`config.mk`:
```
export PLATFORM = sky130hd
export DESIGN_NAME = muldiv_unit
export DESIGN_NICKNAME = d
export VERILOG_FILES = /design/src/rtl/muldiv_pkg.sv /design/src/rtl/muldiv_unit_div_iter_core.sv /design/src/rtl/muldiv_unit.sv
export SDC_FILE = /design/constraint.sdc
export NUM_CORES = 2
export LEC_CHECK = 0
export ABC_AREA = 1
export CORE_MARGIN = 8
export CORE_UTILIZATION = 55
export DETAILED_ROUTE_END_ITERATION = 16
export PLACE_DENSITY = 0.81
export SYNTH_ARGS = -nofsm -noshare
export SYNTH_HDL_FRONTEND = slang
export SYNTH_HIERARCHICAL = 1
export SYNTH_SLANG_ARGS = --single-unit
export TNS_END_PERCENT = 30
```
`constraint.sdc`:
```
create_clock -name clk -period 4.2 [get_ports clk]
set_input_delay 0.63 -clock clk [delete_from_list [all_inputs] [get_ports clk]]
set_output_delay 0.63 -clock clk [all_outputs]
set_load 0.02 [all_outputs]
```
`src/rtl/muldiv_pkg.sv`:
```
`default_nettype none
// ============================================================================
// Module      : muldiv_pkg
// Description : Shared encodings and helpers for the multi-cycle
//               multiply/divide engine (operation codes, FSM states).
// Revision    : 1.0 - initial release
// ============================================================================
package muldiv_pkg;

    // Operation encodings presented on op_i
    localparam logic [1:0] MD_MULT  = 2'b00;
    localparam logic [1:0] MD_MULTU = 2'b01;
    localparam logic [1:0] MD_DIV   = 2'b10;
    localparam logic [1:0] MD_DIVU  = 2'b11;

    // FSM state encodings. A divide by zero resolves at accept time and
    // goes straight to ST_DONE, so no separate state is needed for it.
    localparam int         MD_STATE_W = 2;
    localparam logic [1:0] ST_IDLE    = 2'd0;
    localparam logic [1:0] ST_MUL     = 2'd1;
    localparam logic [1:0] ST_DIV     = 2'd2;
    localparam logic [1:0] ST_DONE    = 2'd3;

    // Bit 1 of the op code selects the divider
    function automatic logic md_is_div(input logic [1:0] op);
        return op[1];
    endfunction

    // Bit 0 clear means two's-complement operands
    function automatic logic md_is_signed(input logic [1:0] op);
        return ~op[0];
    endfunction

endpackage : muldiv_pkg
`default_nettype wire

```
`src/rtl/muldiv_unit_div_iter_core.sv`:
```
`default_nettype none
// ============================================================================
// Module      : div_iter_core
// Description : One restoring-division step. The dividend is shifted out of
//               the top of the quotient register into the partial remainder;
//               the new quotient bit enters at the bottom.
// Revision    : 1.0 - initial release
// ============================================================================
module div_iter_core #(
    parameter int WIDTH = 32
) (
    input  logic [WIDTH-1:0] i_rem,
    input  logic [WIDTH-1:0] i_quo,
    input  logic [WIDTH-1:0] i_dvs,
    output logic [WIDTH-1:0] o_rem,
    output logic [WIDTH-1:0] o_quo
);

    logic [WIDTH:0] w_shift;
    logic [WIDTH:0] w_diff;
    logic           w_fits;

    // Partial remainder stays below the divisor, so one extra bit is enough
    // and the top bit of the difference acts as the borrow.
    assign w_shift = {i_rem, i_quo[WIDTH-1]};
    assign w_diff  = w_shift - {1'b0, i_dvs};
    assign w_fits  = ~w_diff[WIDTH];

    assign o_rem = w_fits ? w_diff[WIDTH-1:0] : w_shift[WIDTH-1:0];
    assign o_quo = {i_quo[WIDTH-2:0], w_fits};

endmodule : div_iter_core
`default_nettype wire

```
`src/rtl/muldiv_unit.sv`:
```
`default_nettype none
// ============================================================================
// Module      : muldiv_unit
// Description : Multi-cycle MULT/MULTU/DIV/DIVU engine producing {HI,LO}
//               with start/done handshake, flush and defined divide-by-zero.
// Revision    : 1.0 - initial release
// ============================================================================
module muldiv_unit
    import muldiv_pkg::*;
#(
    parameter int WIDTH       = 32,
    parameter int MUL_LATENCY = 2,
    parameter int DIV_STEP    = 1
) (
    input  logic             clk,
    input  logic             rst,
    input  logic             start_i,
    input  logic [1:0]       op_i,
    input  logic [WIDTH-1:0] operand_a_i,
    input  logic [WIDTH-1:0] operand_b_i,
    input  logic             flush_i,
    output logic             busy_o,
    output logic             done_o,
    output logic [WIDTH-1:0] hi_o,
    output logic [WIDTH-1:0] lo_o,
    output logic             div_zero_o
);

    localparam int ITER   = WIDTH / DIV_STEP;
    localparam int PIPE_N = (MUL_LATENCY > 1) ? MUL_LATENCY - 1 : 1;
    localparam int CNT_W  = $clog2(ITER + MUL_LATENCY + 1);

    logic [MD_STATE_W-1:0] r_state;
    logic [CNT_W-1:0]      r_cnt;

    logic [WIDTH-1:0]      r_rem;
    logic [WIDTH-1:0]      r_quo;
    logic [WIDTH-1:0]      r_dvs;
    logic                  r_qneg;
    logic                  r_rneg;

    logic [2*WIDTH-1:0]    r_pipe [PIPE_N];

    logic [WIDTH-1:0]      r_hi;
    logic [WIDTH-1:0]      r_lo;
    logic                  r_dz;

    logic                  w_busy;
    logic                  w_accept;
    logic                  w_is_div;
    logic                  w_a_neg;
    logic                  w_b_neg;
    logic [WIDTH-1:0]      w_a_mag;
    logic [WIDTH-1:0]      w_b_mag;
    logic                  w_b_zero;
    logic [2*WIDTH-1:0]    w_ax;
    logic [2*WIDTH-1:0]    w_bx;
    logic [2*WIDTH-1:0]    w_prod;
    logic                  w_mul_last;
    logic                  w_div_last;
    logic [WIDTH-1:0]      w_rem_c [DIV_STEP+1];
    logic [WIDTH-1:0]      w_quo_c [DIV_STEP+1];
    logic [WIDTH-1:0]      w_q_fin;
    logic [WIDTH-1:0]      w_r_fin;

    // ---------------------------------------------------------------------
    // Request decode: operands are only looked at on the accept edge
    // ---------------------------------------------------------------------
    assign w_busy   = (r_state == ST_MUL) || (r_state == ST_DIV);
    assign w_accept = start_i && !flush_i && !w_busy;
    assign w_is_div = md_is_div(op_i);
    assign w_a_neg  = md_is_signed(op_i) && operand_a_i[WIDTH-1];
    assign w_b_neg  = md_is_signed(op_i) && operand_b_i[WIDTH-1];
    // Magnitude of MIN wraps to itself, which is the correct unsigned value
    assign w_a_mag  = w_a_neg ? -operand_a_i : operand_a_i;
    assign w_b_mag  = w_b_neg ? -operand_b_i : operand_b_i;
    assign w_b_zero = (operand_b_i == '0);

    // Sign-extending to 2*WIDTH makes one unsigned multiplier serve both ops
    assign w_ax   = {{WIDTH{w_a_neg}}, operand_a_i};
    assign w_bx   = {{WIDTH{w_b_neg}}, operand_b_i};
    assign w_prod = w_ax * w_bx;

    assign w_mul_last = (r_state == ST_MUL) && (r_cnt == CNT_W'(PIPE_N - 1));
    assign w_div_last = (r_state == ST_DIV) && (r_cnt == CNT_W'(ITER - 1));

    // ---------------------------------------------------------------------
    // Divider datapath: DIV_STEP restoring steps chained per clock
    // ---------------------------------------------------------------------
    assign w_rem_c[0] = r_rem;
    assign w_quo_c[0] = r_quo;

    for (genvar g = 0; g < DIV_STEP; g++) begin : g_step
        div_iter_core #(
            .WIDTH (WIDTH)
        ) u_iter (
            .i_rem (w_rem_c[g]),
            .i_quo (w_quo_c[g]),
            .i_dvs (r_dvs),
            .o_rem (w_rem_c[g+1]),
            .o_quo (w_quo_c[g+1])
        );
    end

    // Sign correction applied on the way into hi/lo in the final iteration
    assign w_q_fin = r_qneg ? -w_quo_c[DIV_STEP] : w_quo_c[DIV_STEP];
    assign w_r_fin = r_rneg ? -w_rem_c[DIV_STEP] : w_rem_c[DIV_STEP];

    // Control FSM and shared iteration counter; flush overrides everything
    always_ff @(posedge clk or negedge rst) begin
        if (!rst) begin
            r_state <= ST_IDLE;
            r_cnt   <= '0;
        end else if (flush_i) begin
            r_state <= ST_IDLE;
            r_cnt   <= '0;
        end else begin
            case (r_state)
                ST_MUL: begin
                    r_cnt <= r_cnt + 1'b1;
                    if (w_mul_last) begin
                        r_state <= ST_DONE;
                    end
                end
                ST_DIV: begin
                    r_cnt <= r_cnt + 1'b1;
                    if (w_div_last) begin
                        r_state <= ST_DONE;
                    end
                end
                default: begin
                    // IDLE and DONE both accept, giving back-to-back issue
                    if (start_i) begin
                        r_cnt <= '0;
                        if (w_is_div) begin
                            r_state <= w_b_zero ? ST_DONE : ST_DIV;
                        end else begin
                            r_state <= (MUL_LATENCY == 1) ? ST_DONE : ST_MUL;
                        end
                    end else begin
                        r_state <= ST_IDLE;
                    end
                end
            endcase
        end
    end

    // Divider working registers: load magnitudes on accept, iterate in DIV
    always_ff @(posedge clk or negedge rst) begin
        if (!rst) begin
            r_rem  <= '0;
            r_quo  <= '0;
            r_dvs  <= '0;
            r_qneg <= 1'b0;
            r_rneg <= 1'b0;
        end else if (w_accept) begin
            r_rem  <= '0;
            r_quo  <= w_a_mag;
            r_dvs  <= w_b_mag;
            r_qneg <= w_a_neg ^ w_b_neg;
            r_rneg <= w_a_neg;
        end else if (r_state == ST_DIV) begin
            r_rem  <= w_rem_c[DIV_STEP];
            r_quo  <= w_quo_c[DIV_STEP];
        end
    end

    // Product register plus free-running retiming stages; FSM picks the tap
    always_ff @(posedge clk or negedge rst) begin
        if (!rst) begin
            for (int i = 0; i < PIPE_N; i++) begin
                r_pipe[i] <= '0;
            end
        end else begin
            r_pipe[0] <= w_prod;
            for (int i = 1; i < PIPE_N; i++) begin
                r_pipe[i] <= r_pipe[i-1];
            end
        end
    end

    // Result registers: written only on the edge that enters the done cycle
    always_ff @(posedge clk or negedge rst) begin
        if (!rst) begin
            r_hi <= '0;
            r_lo <= '0;
            r_dz <= 1'b0;
        end else if (w_accept && w_is_div && w_b_zero) begin
            r_hi <= operand_a_i;
            r_lo <= '1;
            r_dz <= 1'b1;
        end else if (w_accept && !w_is_div && (MUL_LATENCY == 1)) begin
            {r_hi, r_lo} <= w_prod;
            r_dz <= 1'b0;
        end else if (w_mul_last && !flush_i) begin
            {r_hi, r_lo} <= r_pipe[PIPE_N-1];
            r_dz <= 1'b0;
        end else if (w_div_last && !flush_i) begin
            r_hi <= w_r_fin;
            r_lo <= w_q_fin;
            r_dz <= 1'b0;
        end
    end

    assign busy_o     = w_busy;
    assign done_o     = (r_state == ST_DONE);
    assign hi_o       = r_hi;
    assign lo_o       = r_lo;
    assign div_zero_o = r_dz;

endmodule : muldiv_unit
`default_nettype wire
```
==> key figures <==
Synth
  • Count of cell types in the netlist: 55
  • Syn nets: between 9k and 10k
  • Number of synthesized flops with an enable pin: 0
  • Post-synth top flop: dfrtp_1
  • Post-synth top area cell: fa_1
  • Top-area cell type share of the netlist area: 39.5%
  • Sequential share of the synthesized area: 10.3%
  • Yosys Warn Count: 6
  • Synth top area cells: fa_1, nand2_1, inv_1
  • Seq cells post-synth: roughly 240
  • Post-synthesis cell area: 57,100 sq um
  • Post-synthesis async set-or-reset flop share: 100%
  • Syn_area_per_cell: 7.36 sq um
  • Mapped Cells: 7,754

Floorplan
  • Core area: 103,000 sq um
  • Height of the die: 338 um
  • Die area: 114,000 sq um
  • DIE WIDTH: 338 um
  • Top-level port count: 137
  • # rows: approximately 120
  • Initial Util: 55.3%

Setup path
  • Slowest stage cell on the critical path: fa_2
  • Buf/Inv on CP: 9
  • Critical path required time: roughly 4.7 ns
  • CP Class: primary input to register
  • Worst reg2reg setup slack: 0.18 ns
  • Crit path DAT: 7.21 ns
  • Critical Path Source Type: primary input
  • CP Capture Type: register
  • CP top delay family: adder cells
  • Most frequent CP cell: fa_1
  • Max stage delay on crit path: 0.73 ns
  • Max FO, Critical Path: 6

STA
  • Worst setup margin: -2.53 ns
  • Final-report hold violation count: 0
  • Clock Skew: around 0.025 ns
  • Tightest Pin Transition: 1.07 ns
  • RSZ-0062 raised after global routing: true
  • Max transition margin: between 20% and 30%
  • F_max: 149 MHz
  • Setup-failing EPs final: 58
  • Final Max Tran Viols: 0
  • Crit path time final: between 6 and 7 ns
  • Final period utilization: 160%

Clock tree
  • CTS tree: yes
  • Htree depth: 1
  • Clock Path Buffers: 3
  • Inserted Clock Buffers: 29
  • CTS Root Cell: clkbuf_16
  • Clk pin slew, worst setup/hold paths: approximately 0.060 ns
  • Clock sink total: 235
  • Worst skew pair latency: about 0.6 ns

Place
  • Port bufs: between 100 and 150
  • Dpl hpwl: 174 mm
  • Placed Cells: between 9k and 10k
  • Placer congestion estimate: 1.03

Min path
  • Worst min-delay path class: register to register

Drt
  • DR iter-0 viols: 5,853
  • Drc violations: 0
  • Vias after detailed routing: approximately 54k
  • Total wire length: approximately 220 mm
  • Detailed Routing Iterations Pass 1: 14
  • Avg Vias per Cell: between 5 and 6
  • DR WL/cell: 23.0 um
  • DRT antenna net count: 0

Global route
  • Largest net degree at the start of global routing: 95
  • Met3 Use GR: a little under an eighth
  • Met2 Track Usage GR: 60.4%
  • Vias in the first global route: ~57k
  • Gr usage total: 38.5%
  • Gr ovfl total: 0
  • Met1 track demand over resource: 47.5%
  • First-pass GRT wire length: 339 mm
  • Layer with the highest usage: met2
  • Initial antenna violation count: 10

Cells and area
  • Most frequent cells in the layout: nand2_1, inv_1, fa_1
  • Commonest non-fill, non-tap cell in the layout: nand2_1
  • Layout cells sized above 1: around a fifth
  • Fillcell total: 8,145
  • Layout Cells excl Fill: 9,751
  • Nets: 9,792
  • Area grow syn2layout: 23.4%

Outcome
  • Violated checks: negative setup slack
  • Outcome: finished with violations

Run
  • Max-cap violations: 0
synth_stat cells (9+ instances only):
cell,n
nand2_1,2370
inv_1,1949
fa_1,1126
nor2_1,480
ha_1,253
nand3_1,249
dfrtp_1,235
clkbuf_1,189
o21ai_0,188
a21oi_1,148
xor2_1,96
buf_1,89
nand4_1,53
buf_2,49
buf_4,38
nor3_1,36
o21bai_1,24
nand2_2,17
o211ai_1,17
xnor2_1,15
inv_2,12
nor2_2,11
buf_6,10
and2_1,9
nand3b_1,9
registers in the layout, indices dropped and copies added, names as in the netlist:
register and count:
r_pipe 64, hi_o 32, lo_o 32, r_dvs 32, r_quo 32, r_rem 32, r_cnt 6, r_state 2
div_zero_o 1, r_qneg 1, r_rneg 1
what timing repair did:
action                                 in CTS  in global routing
hold buffers                                1                  0
setup endpoints to repair                  58                 72
resized for setup                         788                243
buffers inserted                          113                 15
pin swaps                                 306                125
endpoints found under the hold margin      37                  0
gates cloned                               21                  1
routing by layer:
layer	wire (um)	part of all wire (%)	up-vias
met2	99600	44	3483
met1	79600	35	26400
met4	17100	7.6	8
met3	27900	12	980
li1	-	-	23400
met5	48	0.021	-
through the flow:
step / cell area, sq um / TNS, ns / hold WS, ns / setup WS (ns) / util (%)
2_1_floorplan: 57500 / -126.73 / 0.334 / -2.63 / -
3_3_place_gp: 64600 / -184.80 / 0.464 / -3.59 / 62.6
3_5_place_dp: 64600 / -188.31 / 0.465 / -3.71 / 62.6
4_1_cts: 69400 / -117.74 / 0.481 / -2.46 / 67.2
5_1_grt: 70400 / -130.41 / 0.507 / -2.72 / 68.2
6_report: 70400 / -120.56 / 0.481 / -2.53 / 68.2
worst reg2reg max path, delay by kind of cell, from the launching register on:
family	cells	cell delay, ns
fa+ha+maj	2	0.64
xor+xnor	1	0.26
simple gates	20	2.14
buf+inv	3	0.44
flops	1	0.41
kinds of logic (layout without fill, tap and decap cells):
kind of cell,Yosys count,in the layout,share of synthesized area (%)
AOI/OAI and AO/OA,422,422,4.12
DFF,235,235,10.3
other,0,8,0
adders and majority gates,1379,1379,45.0
xor gates and xnor gates,111,111,1.70
buffers and inverters,2339,2948,15.9
and+or+nand+nor,3268,3268,22.9
final timing paths:
| path | end | depth (start not counted) | start |
|---|---|---|---|
| min | lo_o[15]$_DFFE_PN0P_ | 2 | lo_o[15]$_DFFE_PN0P_ |
| max in group asynchronous | r_dvs[17]$_DFFE_PN0P_ | 3 | rst |
| max reg2reg | hi_o[25]$_DFFE_PN0P_ | 26 | r_quo[31]$_DFFE_PN0P_ |
| min reg2reg | lo_o[15]$_DFFE_PN0P_ | 2 | lo_o[15]$_DFFE_PN0P_ |
| max | r_pipe[62]$_DFF_PN0_ | 28 | op_i[0] |
| min in group asynchronous | r_cnt[3]$_DFFE_PN0P_ | 2 | rst |
area by class of cell:
class                   count  area [sq um]  share of cell area [%]
clock buffers              35           768                    1.09
repair inverters            1          6.26                 0.00889
well taps                1380          1730                    2.45
repair buffers            933          9330                    13.2
flip-flops and latches    235          5880                    8.35
clock inverters            16           251                   0.357
multi-input cells        5180         45000                    63.9
inverters                1963          7420                    10.5
diodes                      8          20.0                  0.0284
Power is not shown: default switching activity piles up to over one toggle a cycle in this logic, so the estimate is an artifact.
